$ cat src/rtl/dsp_failover_ctrl.sv
// dsp_failover_ctrl: confirms DSP A heartbeat loss, hands control to DSP B via req/ack, resets A, returns on B's clear request
module dsp_failover_ctrl #(
  parameter int CONFIRM_CYC = 3000,
  parameter int ACK_TIMEOUT = 30000,
  parameter int RST_PULSE   = 300,
  parameter int REARM_CYC   = 60000
) (
  input  logic       iClk,
  input  logic       iRst,
  input  logic       iFault,
  input  logic       iBAck,
  input  logic       iClearReq,
  output logic       oBReq,
  output logic       oSelB,
  output logic       oResetA,
  output logic       oAlarm,
  output logic [7:0] oFailCnt
);
  localparam int TW = 17;
  localparam logic [2:0] S_A       = 3'd0;
  localparam logic [2:0] S_CONFIRM = 3'd1;
  localparam logic [2:0] S_REQ     = 3'd2;
  localparam logic [2:0] S_B       = 3'd3;
  localparam logic [2:0] S_ALARM   = 3'd4;
  logic [2:0]    state_q, state_d;
  logic [TW-1:0] timer_q, timer_d, healthy_q, healthy_d;
  logic [1:0]    ack_sync_q;
  logic [2:0]    clr_sync_q;
  logic          ack, clr_rise, rearmed;
  assign ack      = ack_sync_q[1];
  assign clr_rise = clr_sync_q[1] & ~clr_sync_q[2];
  assign rearmed  = healthy_q == TW'(REARM_CYC);
  // next state, phase timer and healthy counter; the timer is reused per state
  always_comb begin
    state_d   = state_q;
    timer_d   = timer_q;
    healthy_d = '0;
    case (state_q)
      S_A: begin
        state_d = iFault ? S_CONFIRM : S_A;
        timer_d = '0;
      end
      S_CONFIRM: begin
        state_d = !iFault ? S_A : (timer_q == TW'(CONFIRM_CYC - 1)) ? S_REQ : S_CONFIRM;
        timer_d = (state_d == S_CONFIRM) ? timer_q + 1'b1 : '0;
      end
      S_REQ: begin
        state_d = ack ? S_B : (timer_q == TW'(ACK_TIMEOUT - 1)) ? S_ALARM : S_REQ;
        timer_d = (state_d == S_REQ) ? timer_q + 1'b1 : '0;
      end
      S_B: begin
        timer_d   = (timer_q == TW'(RST_PULSE)) ? timer_q : timer_q + 1'b1;
        healthy_d = iFault ? '0 : (oResetA || rearmed) ? healthy_q : healthy_q + 1'b1;
        if (clr_rise && !iFault && rearmed) begin
          state_d   = S_A;
          timer_d   = '0;
          healthy_d = '0;
        end
      end
      S_ALARM: state_d = S_ALARM;
      default: begin
        state_d = S_A;
        timer_d = '0;
      end
    endcase
  end
  // state, synchronisers and registered output decode
  always_ff @(posedge iClk) begin
    if (iRst) begin
      state_q    <= S_A;
      timer_q    <= '0;
      healthy_q  <= '0;
      ack_sync_q <= '0;
      clr_sync_q <= '0;
      oBReq      <= 1'b0;
      oSelB      <= 1'b0;
      oResetA    <= 1'b0;
      oAlarm     <= 1'b0;
      oFailCnt   <= '0;
    end else begin
      state_q    <= state_d;
      timer_q    <= timer_d;
      healthy_q  <= healthy_d;
      ack_sync_q <= {ack_sync_q[0], iBAck};
      clr_sync_q <= {clr_sync_q[1:0], iClearReq};
      oBReq      <= state_d == S_REQ;
      oSelB      <= state_d == S_B;
      oResetA    <= state_d == S_B && timer_d < TW'(RST_PULSE);
      oAlarm     <= state_d == S_ALARM;
      oFailCnt   <= (state_q == S_REQ && state_d == S_B && oFailCnt != 8'hff) ? oFailCnt + 1'b1 : oFailCnt;
    end
  end
endmodule

$ cat config.mk
export PLATFORM = sky130hd
export DESIGN_NAME = dsp_failover_ctrl
export DESIGN_NICKNAME = d
export VERILOG_FILES = /design/src/rtl/dsp_failover_ctrl.sv
export SDC_FILE = /design/constraint.sdc
export NUM_CORES = 1
export LEC_CHECK = 0
export ABC_AREA = 1
export BUFFER_PORTS_ARGS = -buffer_cell sky130_fd_sc_hd__buf_2
export CAP_MARGIN = 20
export CORE_UTILIZATION = 68
export CTS_BUF_LIST = sky130_fd_sc_hd__clkbuf_8
export CTS_CLUSTER_SIZE = 24
export DETAILED_ROUTE_END_ITERATION = 10
export GPL_ROUTABILITY_DRIVEN = 0
export GPL_TIMING_DRIVEN = 1
export HOLD_SLACK_MARGIN = 0.1
export PLACE_DENSITY = 0.95
export SYNTH_ARGS = -nofsm -noshare
export SYNTH_HDL_FRONTEND = slang
export SYNTH_SLANG_ARGS = --single-unit
$ cat constraint.sdc
create_clock -name iClk -period 5.3 [get_ports iClk]
set_clock_uncertainty 0.15 [all_clocks]
set_input_delay 0.53 -clock iClk [delete_from_list [all_inputs] [get_ports iClk]]
set_output_delay 0.53 -clock iClk [all_outputs]
set_load 0.02 [all_outputs]
# --- Word level (Yosys, flattened, before mapping) ---
# Index checks and enable logic that the tools add are counted.
word_totals:
  regBits: 54
  inputBits: 5
  out_inout_bits: 12
  elab_cells: 52
classes:
  add_sub_neg: 3
  n_lt_le_gt_ge: 1
  eq_ne: 14
  n_mux: 12
  bitwise_logic: 3
  n_reduce_logical: 9
ops:
  columns: ["operator", "n"]
  rows:
  - ["$mux 17", 4]
  - ["$pmux 17 s4", 1]
  - ["$add 17x1->17 const B", 2]
  - ["$eq 17x12->1 const B", 1]
  - ["$eq 17x15->1 const B", 1]
  - ["$eq 17x16->1 const B", 1]
  - ["$eq 17x9->1 const B", 1]
  - ["$lt 17x9->1 const B", 1]
  - ["$eq 3x2->1 const B", 5]
  - ["$pmux 3 s5", 1]
  - ["$mux 3", 3]
  - ["$add 8x1->8 const B", 1]
  - ["$ne 8x8->1 const B", 1]
  - ["$eq 3x3->1 const B", 2]
  - ["$logic_and 1x1->1", 5]
  - ["$mux 2", 2]
  - ["$reduce_or 4->1", 1]
  - ["$eq 3x1->1 const B", 1]
  - ["$logic_not 3->1", 1]
  - ["$eq 2x1->1 const B", 1]
  - ["$not 1->1", 2]
  - ["$and 1x1->1", 1]
  - ["$logic_not 1->1", 1]
  - ["$logic_or 1x1->1", 1]
  - ["$mux 1", 1]

# --- Logic depth before layout (Yosys ltp) ---
logic_depth:
  word_depth: 9
  mapped_depth: 16
  mapped_depth_nobuf: 15

# --- Worst setup path after synthesis ---
# Ideal clock, no wire load.
synth_timing:
  path_type: "input-to-reg"
  from: "input iFault"
  to: "register oResetA"
  setup_time_ns: 0.110
  t_arrival_ns: 1.706
  required_time_ns: 5.040
  setup_slack_ns: 3.333
  stages: 11
  cell_sequence: "buf_2 > nor3_2 > nand4_2 > nand3_1 > nand2_1 > nor2_1 > nand2_1 > nor2_1 > nand2_1 > nand2_1 > nor2_1"
synth_between:
  elab_chain_len: 7
  elab_cells_between_ends: 14
  cone_classes: "order compare (1); eq/ne (2); mux (7); reduce/logical (4)"
synth_lines:
  columns: ["element", "line", "text"]
  rows:
  - ["start: declaration", "10", "input logic iFault,"]
  - ["branches (longest 6 deep; another with $lt 17x9->1)", null, null]
  - ["$logic_and 1x1->1 (*)", "88", "oResetA <= state_d == S_B && timer_d < TW'(RST_PULSE);"]
  - ["end signal: assignment", "88", null]
  - ["end: declaration", "15", "output logic oResetA,"]
# Mark *: on every way between the ends.
# A chain may end at the register's enable or synchronous reset.

# --- Worst setup path after layout ---
layout_timing:
  from: "register state_q[1]"
  to: "register healthy_q[5]"
layout_between:
  elab_chain_len: 3
layout_lines:
  columns: ["element", "line", "text"]
  rows:
  - ["start: declaration", "25", "logic [2:0] state_q, state_d;"]
  - ["start signal: assignment", "81", "state_q <= state_d;"]
  - ["$eq 3x2->1", "38", "case (state_q)"]
  - ["$not 1->1 (no source line)", null, null]
  - ["$reduce_or 4->1 (no source line)", null, null]
  - ["end signal: assignment", "83", "healthy_q <= healthy_d;"]
  - ["end: declaration", "26", "logic [TW-1:0] timer_q, timer_d, healthy_q, healthy_d;"]
# No other way between the ends.

==> impl_metrics.yaml <==
timing:
  slew_violations: 0
  period_needed_ns: 2.51
  finalSetupViolCount: 0
  fmax_ghz: 0.398
  rsz0062_at_grt: "no"
  max_slew_margin: 0.429
  fin_hold_ws_ns: 0.254
  final.setup.tns_ns: 0
  hold_viol: 0
  worst_pin_slew_ns: 0.854
  post-route-period-util: 0.474
  finalWorstSetupSlack_ns: 2.79
placed_design:
  post-place-ws_ns: 2.86
  numPortBuffers: 16
  dp_hpwl_um: 5840
logic_synthesis:
  syn_nets: 537
  avgSynthCellArea_sq_um: 6.32
  ys_seq_area_frac: 0.324
  yosys.area.top_type_share: 0.324
  ys_ff_latch: 54
  syn-cell-area_sq_um: 3330
  synth_cells: 527
  yosys.area.top_type: "dfxtp_1"
  synth_area_leaders: "dfxtp_1 32%, nand2_1 14%, nor2_1 11%, inv_1 6.8%, nand3_1 6.6%"
  synth_cell_types: 34
  yosys_warnings: 0
finish:
  antenna_cells: 0
  layout_common_cells: "127 x nand2_1, 94 x nor2_1, 60 x inv_1, 54 x dfxtp_1, 44 x nand3_1"
  area_growth_pct: 6.64
  fin_nets: 551
  regArea_sq_um: 1080
  final_common_cell: "nand2_1"
  final_layout_size_suffix_gt1_frac: 0.116
  final_core_util: 0.753
  fill_cells: 360
  multi_input_area_sq_um: 1940
route:
  drc: 0
  ant_nets: 0
  via_per_inst: 5.78
  route.vias.total: 3519
  wl_per_cell_um: 13.2
  drt_iter0_markers: 421
  drt_pass1_iterations: 5
  finalWirelength_um: 8020
critical_path:
  r2r_start: "state_q[1]"
  crit_path_start: "state_q[1]"
  r2r-end: "healthy_q[5]"
  critPathKind: "reg -> reg"
  end_kind: "flop"
  critPathCapture: "healthy_q[5]"
  cp_data_required_time_ns: 5.41
  r2r_cells: 7
  r2r_slack_ns: 2.79
  arrival_ns: 2.62
  crit_fanout: 13
  start_kind: "flop"
floorplan:
  die_h_um: 72.0
  core_region_area_sq_um: 4720
  die_area_sq_um: 5190
  row_count: 25
  die_w_um: 72.0
  start_util: 0.706
  io_pins: 17
cts:
  clk_pin_slew_worst_paths_ns: 0.10
  postCtsSetupBuffers: 0
  cts_tree: "done"
  root_buffer: "clkbuf_8"
  h-tree-depth: 2
  insertion_delay_ns: 0.31
  numCtsBuffers: 5
  cts_buffer_depth: 2
  holdBufCountCts: 0
  clkSinkCount: 54
  cts_resized: 0
global_routing:
  antenna_found_initial: 0
  grt_pass1_wl_um: 13400
  grt_max_degree: 32
  grt.total_usage: 0.321
  grt_pass1_vias: 3058
  grt-ovfl-total: 0
min_path:
  min_path_type: "reg -> reg"
power_and_ir_drop:
  irDropWorstVdd_mv: 0.156
  p_leak_nw: 1.53
  p_per_area_nw_per_um2: 192
  power_w: 0.000683
outcome:
  outcome: "finished clean"
run:
  max_cap_violations: 0
## synthesized netlist by cell type
master,number
a21oi_1,29
a21oi_4,1
a31oi_1,1
a41oi_1,1
buf_2,4
buf_4,1
clkbuf_1,5
clkinv_1,1
dfxtp_1,54
ha_1,5
inv_1,60
inv_2,7
inv_4,1
nand2_1,127
nand2_2,3
nand2_4,1
nand3_1,44
nand3_2,7
nand3_4,1
nand3b_1,1
nand4_1,19
nand4_2,1
nor2_1,94
nor2_2,8
nor2_4,4
nor3_1,13
nor3_2,3
nor4_1,3
o21a_1,3
o21ai_0,11
o21ai_1,2
or2_2,1
xnor2_1,1
xor2_1,10
## through the flow
stage,cells,instance area [sq um]
4_1_cts,608,3550
5_1_grt,609,3550
6_report,609,3550
2_1_floorplan,527,3330
3_5_place_dp,600,3450
3_3_place_gp,600,3450
## how the worst min path moves through the flow
stage                     cells after the start  slack (ns)           from             to
after CTS                                     2        0.26  ack_sync_q[0]  ack_sync_q[1]
final                                         2        0.25  ack_sync_q[0]  ack_sync_q[1]
after detailed placement                      2        0.24  ack_sync_q[0]  ack_sync_q[1]
after floorplan                               2        0.24  ack_sync_q[0]  ack_sync_q[1]
after global placement                        2        0.24  ack_sync_q[0]  ack_sync_q[1]
after global routing                          3        0.26      iClearReq  clr_sync_q[0]
## flip-flops by register name (all words and copies together), names as in the netlist
register,flops
state_q,3
timer_q,17
oFailCnt,8
oBReq,1
clr_sync_q,3
oResetA,1
oSelB,1
oAlarm,1
healthy_q,17
ack_sync_q,2
## where the power goes
group	switching, W	internal (W)
Combinational	0.0000162	0.00000584
Clock	0.000144	0.000108
Sequential	0.00000154	0.000408
## cells by family (layout without fill, tap and decap cells)
| logic type | count (synthesis) | count (layout) | synth area share |
|---|---|---|---|
| AO/OA/AOI/OAI | 48 | 48 | 0.0792 |
| buffers and inverters | 79 | 94 | 0.0923 |
| adder cells (fa/ha/maj) | 5 | 5 | 0.0188 |
| XOR/XNOR | 11 | 11 | 0.0289 |
| flip-flops | 54 | 54 | 0.324 |
| AND/OR/NAND/NOR | 330 | 330 | 0.456 |
## critical path, stage by stage (launching register included)
cell and delay (ns):
dfxtp_1 0.39, nand2_1 0.06, nor2_1 0.65, nand2_1 0.20, nor3_2 0.48, inv_2 0.23, a21oi_1 0.18, o21a_1 0.13
## per-layer routing
metal	share of wire	routed length [um]	track usage
met5	0	0	0
met3	0.084	676	0.0486
met4	0.017	136	0.107
met2	0.47	3740	0.536
met1	0.43	3460	0.427
## cell type report
type	count	share of cell area
clock buffers	6	0.0232
repair buffers	17	0.0239
multi-input cells	394	0.547
clock inverters	2	0.00458
flip-flops and latches	54	0.304
well taps	67	0.0236
inverters	69	0.0736
Note: power is estimated with default switching activity, not from simulation.
